**config.mk**
```make
export PLATFORM = sky130hd
export DESIGN_NAME = seg_scan_ctrl
export DESIGN_NICKNAME = d
export VERILOG_FILES = /design/src/rtl/seg_scan_ctrl.sv
export SDC_FILE = /design/constraint.sdc
export NUM_CORES = 1
export LEC_CHECK = 0
export CORE_ASPECT_RATIO = 1.5
export CORE_UTILIZATION = 50
export DETAILED_ROUTE_END_ITERATION = 6
export GPL_TIMING_DRIVEN = 0
export PLACE_DENSITY = 0.7
export SLEW_MARGIN = 20
export SYNTH_ARGS = -nofsm -noshare
export SYNTH_HDL_FRONTEND = slang
export SYNTH_SLANG_ARGS = --single-unit
```
**constraint.sdc**
```tcl
create_clock -name clk -period 3.9 [get_ports clk]
set_clock_uncertainty 0.15 [all_clocks]
set_input_delay 0.39 -clock clk [delete_from_list [all_inputs] [get_ports clk]]
set_output_delay 0.39 -clock clk [all_outputs]
set_load 0.01 [all_outputs]
```
**src/rtl/seg_scan_ctrl.sv**
```systemverilog
// rtl/seg_scan_ctrl.sv - N-digit seven-segment scan driver with blanking and frame-synchronous updates
module seg_scan_ctrl #(
  parameter int N_DIGITS         = 2,
  parameter int DIV              = 100000,
  parameter int BLANK            = 1000,
  parameter int ANODE_ACTIVE_LOW = 1
) (
  input  logic                  clk,
  input  logic                  reset,
  input  logic [4*N_DIGITS-1:0] digits,
  input  logic [N_DIGITS-1:0]   dig_en,
  input  logic                  load,
  output logic [N_DIGITS-1:0]   control,
  output logic [6:0]            seg,
  output logic                  frame_tick
);

  localparam int CW = (DIV > 1) ? $clog2(DIV) : 1;
  localparam int IW = (N_DIGITS > 1) ? $clog2(N_DIGITS) : 1;
  localparam logic [CW-1:0] CNT_LAST = CW'(DIV - 1);
  localparam logic [IW-1:0] IDX_LAST = IW'(N_DIGITS - 1);
  localparam logic [N_DIGITS-1:0] CTL_OFF =
    (ANODE_ACTIVE_LOW != 0) ? {N_DIGITS{1'b1}} : {N_DIGITS{1'b0}};

  typedef enum logic {ST_BLANK, ST_ON} state_t;

  state_t                state, state_n;
  logic [CW-1:0]         cnt, cnt_n;
  logic [IW-1:0]         idx, idx_n;
  logic                  boundary;
  logic                  in_blank_n;
  logic                  pending;
  logic [4*N_DIGITS-1:0] shadow_dig, disp_dig, disp_dig_n;
  logic [N_DIGITS-1:0]   shadow_en, disp_en, disp_en_n;
  logic [N_DIGITS-1:0]   sel;
  logic [N_DIGITS-1:0]   control_n;
  logic [6:0]            seg_n;
  logic [3:0]            nib;
  logic                  en_bit;

  function automatic logic [6:0] hex7(input logic [3:0] v);
    case (v)
      4'h0: hex7 = 7'h40;
      4'h1: hex7 = 7'h79;
      4'h2: hex7 = 7'h24;
      4'h3: hex7 = 7'h30;
      4'h4: hex7 = 7'h19;
      4'h5: hex7 = 7'h12;
      4'h6: hex7 = 7'h02;
      4'h7: hex7 = 7'h78;
      4'h8: hex7 = 7'h00;
      4'h9: hex7 = 7'h10;
      4'hA: hex7 = 7'h08;
      4'hB: hex7 = 7'h03;
      4'hC: hex7 = 7'h46;
      4'hD: hex7 = 7'h21;
      4'hE: hex7 = 7'h06;
      default: hex7 = 7'h0E;
    endcase
  endfunction

  // Slot/frame counters and the display value that will be current after this edge
  always_comb begin
    cnt_n      = cnt + 1'b1;
    idx_n      = idx;
    boundary   = 1'b0;
    disp_dig_n = disp_dig;
    disp_en_n  = disp_en;
    if (cnt == CNT_LAST) begin
      cnt_n = '0;
      if (idx == IDX_LAST) begin
        idx_n    = '0;
        boundary = 1'b1;
      end else begin
        idx_n = idx + 1'b1;
      end
    end
    if (boundary) begin
      if (load) begin
        disp_dig_n = digits;
        disp_en_n  = dig_en;
      end else if (pending) begin
        disp_dig_n = shadow_dig;
        disp_en_n  = shadow_en;
      end
    end
  end

  generate
    if (BLANK == 0) begin : g_no_blank
      assign in_blank_n = 1'b0;
    end else begin : g_blank
      localparam logic [CW-1:0] BLANK_C = CW'(BLANK);
      assign in_blank_n = (cnt_n < BLANK_C);
    end
  endgenerate

  // Next state and the output values registered alongside it
  always_comb begin
    state_n   = state;
    control_n = CTL_OFF;
    seg_n     = 7'h7F;
    nib       = 4'h0;
    en_bit    = 1'b0;
    sel       = '0;
    case (state)
      ST_BLANK: if (!in_blank_n) state_n = ST_ON;
      ST_ON:    if (in_blank_n)  state_n = ST_BLANK;
      default:  state_n = ST_BLANK;
    endcase
    for (int i = 0; i < N_DIGITS; i++) begin
      if (idx_n == IW'(i)) begin
        sel[i] = 1'b1;
        nib    = disp_dig_n[4*i +: 4];
        en_bit = disp_en_n[i];
      end
    end
    if (state_n == ST_ON && en_bit) begin
      control_n = CTL_OFF ^ sel;
      seg_n     = hex7(nib);
    end
  end

  always_ff @(posedge clk) begin
    if (!reset) begin
      state      <= ST_BLANK;
      cnt        <= '0;
      idx        <= '0;
      pending    <= 1'b0;
      shadow_dig <= '0;
      shadow_en  <= '0;
      disp_dig   <= '0;
      disp_en    <= '0;
      control    <= CTL_OFF;
      seg        <= 7'h7F;
      frame_tick <= 1'b0;
    end else begin
      state      <= state_n;
      cnt        <= cnt_n;
      idx        <= idx_n;
      disp_dig   <= disp_dig_n;
      disp_en    <= disp_en_n;
      control    <= control_n;
      seg        <= seg_n;
      frame_tick <= boundary;
      if (load) begin
        shadow_dig <= digits;
        shadow_en  <= dig_en;
      end
      // A boundary consumes the shadow (or is bypassed by a same-cycle load)
      if (boundary)  pending <= 1'b0;
      else if (load) pending <= 1'b1;
    end
  end

endmodule
```
==> results.json <==
{
  "status": "finished clean",
  "relSlewSlack": 0.489,
  "stdcell_count": 362,
  "routedWlPerCell_um": 13.7,
  "finalHoldViolCount": 0,
  "viasPerCell": 5.56,
  "crit_path_start_kind": "flop",
  "ys_seq_area_frac": 0.400,
  "area_delta_synth_final_pct": 15.8,
  "path_clk_slew_ps": 80,
  "ctsResizeCount": 0,
  "grt_pass1_vias": 1900,
  "io_buffer_count": 22,
  "synth.largest_area_cell": "dfxtp_1",
  "dp_cells": 356,
  "numClockSinks": 49,
  "cp-end-kind": "flop",
  "synth_top_family_by_area": "simple AND/OR/NAND/NOR gates",
  "maxCapViolCount": 0,
  "synth-seq-cells": 49,
  "holdBufCountCts": 0,
  "fin_util": 0.615,
  "regArea_um2": 981,
  "avgSynthCellArea_um2": 9.09,
  "crit_fanout": 9,
  "pre_cts_ws_ps": 346,
  "initial_utilization": 0.531,
  "ys_types": 47,
  "drt-pass1-iter-count": 4,
  "antenna_found_initial": 0,
  "grt_pass1_wl_um": 8380,
  "clockRootBuffer": "clkbuf_8",
  "slew_viol_final": 0,
  "antennaDiodeCount": 0,
  "multi_input_area_um2": 1380,
  "synth_xor_area_frac": 0.0500,
  "drive_above_1_share": 0.0906,
  "synth_mux_area_frac": 0.0877,
  "hp-class": "reg2reg",
  "whs_path_depth": 1,
  "rsz0062_at_grt": "false",
  "dp_hpwl_um": 3650,
  "synthAdderAreaFrac": 0.0408,
  "cts_inserted_buffers": 5,
  "placed_area_um2": 2750,
  "tightest_slew_ps": 766,
  "total_leakage_power_nw": 1.06,
  "gp_congestion": 0.813,
  "drc_errors": 0,
  "nets": 319,
  "ff2ff_path_depth": 15,
  "cts_htree_levels": 2,
  "design_area_um2": 2840,
  "first_iter_violations": 101,
  "rows": 30,
  "netlist_instances": 270,
  "fin_tns_setup_ps": 0,
  "clk_latency_ps": 300,
  "via_count": 2014,
  "syn-cell-area_um2": 2450,
  "ys_warn_count": 0,
  "grt_max_degree": 15,
  "dieArea_um2": 5200,
  "setup_viol": 0,
  "worst_slack_ps": 300,
  "synth-compound-area-share": 0.152,
  "io_pins": 23,
  "postCtsSetupBuffers": 0,
  "final_antenna_net_count": 0,
  "fin_crit_sh": 0.923,
  "fillers": 441,
  "timing.fmax_mhz": 278,
  "synth-edff-count": 0,
  "grt_overflow": 0,
  "clock_path_buffers": 2,
  "ir_drop_mv": 0.225,
  "synth_ff_type": "dfxtp_1",
  "ys_top_cells_by_area": "dfxtp_1 (40%), mux2i_1 (6.9%), nor2_1 (6.0%)",
  "crit_arrival_ps": 3640,
  "die-height_um": 87.8,
  "grt_usage": 0.213,
  "min_period_ps": 3600,
  "yosys.area_share.simple": 0.230,
  "worstSetupPathType": "reg2reg",
  "synth_top_area_share": 0.400,
  "coreArea_um2": 4620,
  "async_flop_share": 0,
  "wl_um": 4940,
  "synth_fp_nets": 291,
  "power_density_nw_per_um2": 307,
  "die_w_um": 59.2,
  "cts_tree": "built",
  "cp.required_ps": 3940
}
-- sequential cells by signal, indices dropped and copies added, names as in the netlist --
name and cells:
cnt 17, control 2, disp_dig 8, disp_en 2, frame_tick 1, idx 1, pending 1, seg 7
shadow_dig 8, shadow_en 2
-- report_power, final --
part | internal, mW | switching [mW] | total [mW]
registers | 0.509 | 0.00681 | 0.516
clock network | 0.140 | 0.163 | 0.303
logic | 0.0270 | 0.0261 | 0.0531
-- critical path: stages (launching register included) --
cell	delay (ps)
dfxtp_1	410
ha_1	280
and4_4	290
nand4_1	190
inv_1	100
ha_1	130
buf_2	180
nand2_1	240
o22a_1	240
o21ai_0	240
mux2_2	270
inv_1	100
ha_1	220
mux2_2	260
mux2i_1	130
nand2_1	60
-- synth_stat cells, types with 4 or more instances --
master,n
a21oi_1,5
a31oi_1,4
and3_1,5
buf_2,5
clkbuf_1,7
dfxtp_1,49
ha_1,8
inv_1,9
mux2i_1,17
nand2_1,16
nand2b_1,4
nand3_1,7
nand4_1,6
nor2_1,39
nor3_1,4
o21ai_0,10
o22a_1,16
xnor2_1,6
xor2_1,8
-- worst paths after layout --
path	from	to	slack (ps)
worst max-delay path	cnt[0]$_SDFF_PP0_	seg[3]$_SDFF_PN1_	300
worst min register to register	cnt[0]$_SDFF_PP0_	cnt[0]$_SDFF_PP0_	350
worst max register to register	cnt[0]$_SDFF_PP0_	seg[3]$_SDFF_PN1_	300
worst min-delay path	cnt[0]$_SDFF_PP0_	cnt[0]$_SDFF_PP0_	350
-- cells by family (layout without fill, tap and decap cells) --
family	count (synthesis)	count (layout)
buf+inv	23	51
mux	21	21
simple gates	106	106
xor+xnor	14	14
fa+ha+maj	8	8
compound gates	49	49
flops	49	49
-- metrics by stage --
| stage | power, mW | hold slack, ps |
|---|---|---|
| after global placement | 0.581 | 325 |
| after detailed placement | 0.581 | 336 |
| after global routing | 0.915 | 372 |
| final | 0.873 | 350 |
| after CTS | 0.884 | 358 |
| after floorplan | 0.557 | 298 |
-- cell usage in the layout, fill, tap and decap left out, types with 7 or more instances in the layout --
cell,instances
dfxtp_1,49
nor2_1,39
clkdlybuf4s50_1,22
mux2i_1,17
nand2_1,16
o22a_1,16
o21ai_0,10
inv_1,9
xor2_1,8
ha_1,8
nand3_1,7
-- per-layer routing --
layer  up-vias  GRT usage  share of wire
met4         0      0.104          0.017
li1       1017          -              -
met3         6     0.0369          0.023
met5         -          0              0
met2        29      0.385           0.54
met1       962      0.234           0.42
-- area by class of cell --
cell class	count	area share
clock inverters	1	0.00264
multi-input cells	198	0.485
repair buffers	22	0.0775
flip-flops and latches	49	0.345
inverters	9	0.0119
well taps	64	0.0282
clock buffers	6	0.0291
plain buffers	13	0.0207
Power figures use the tool's default switching activity.
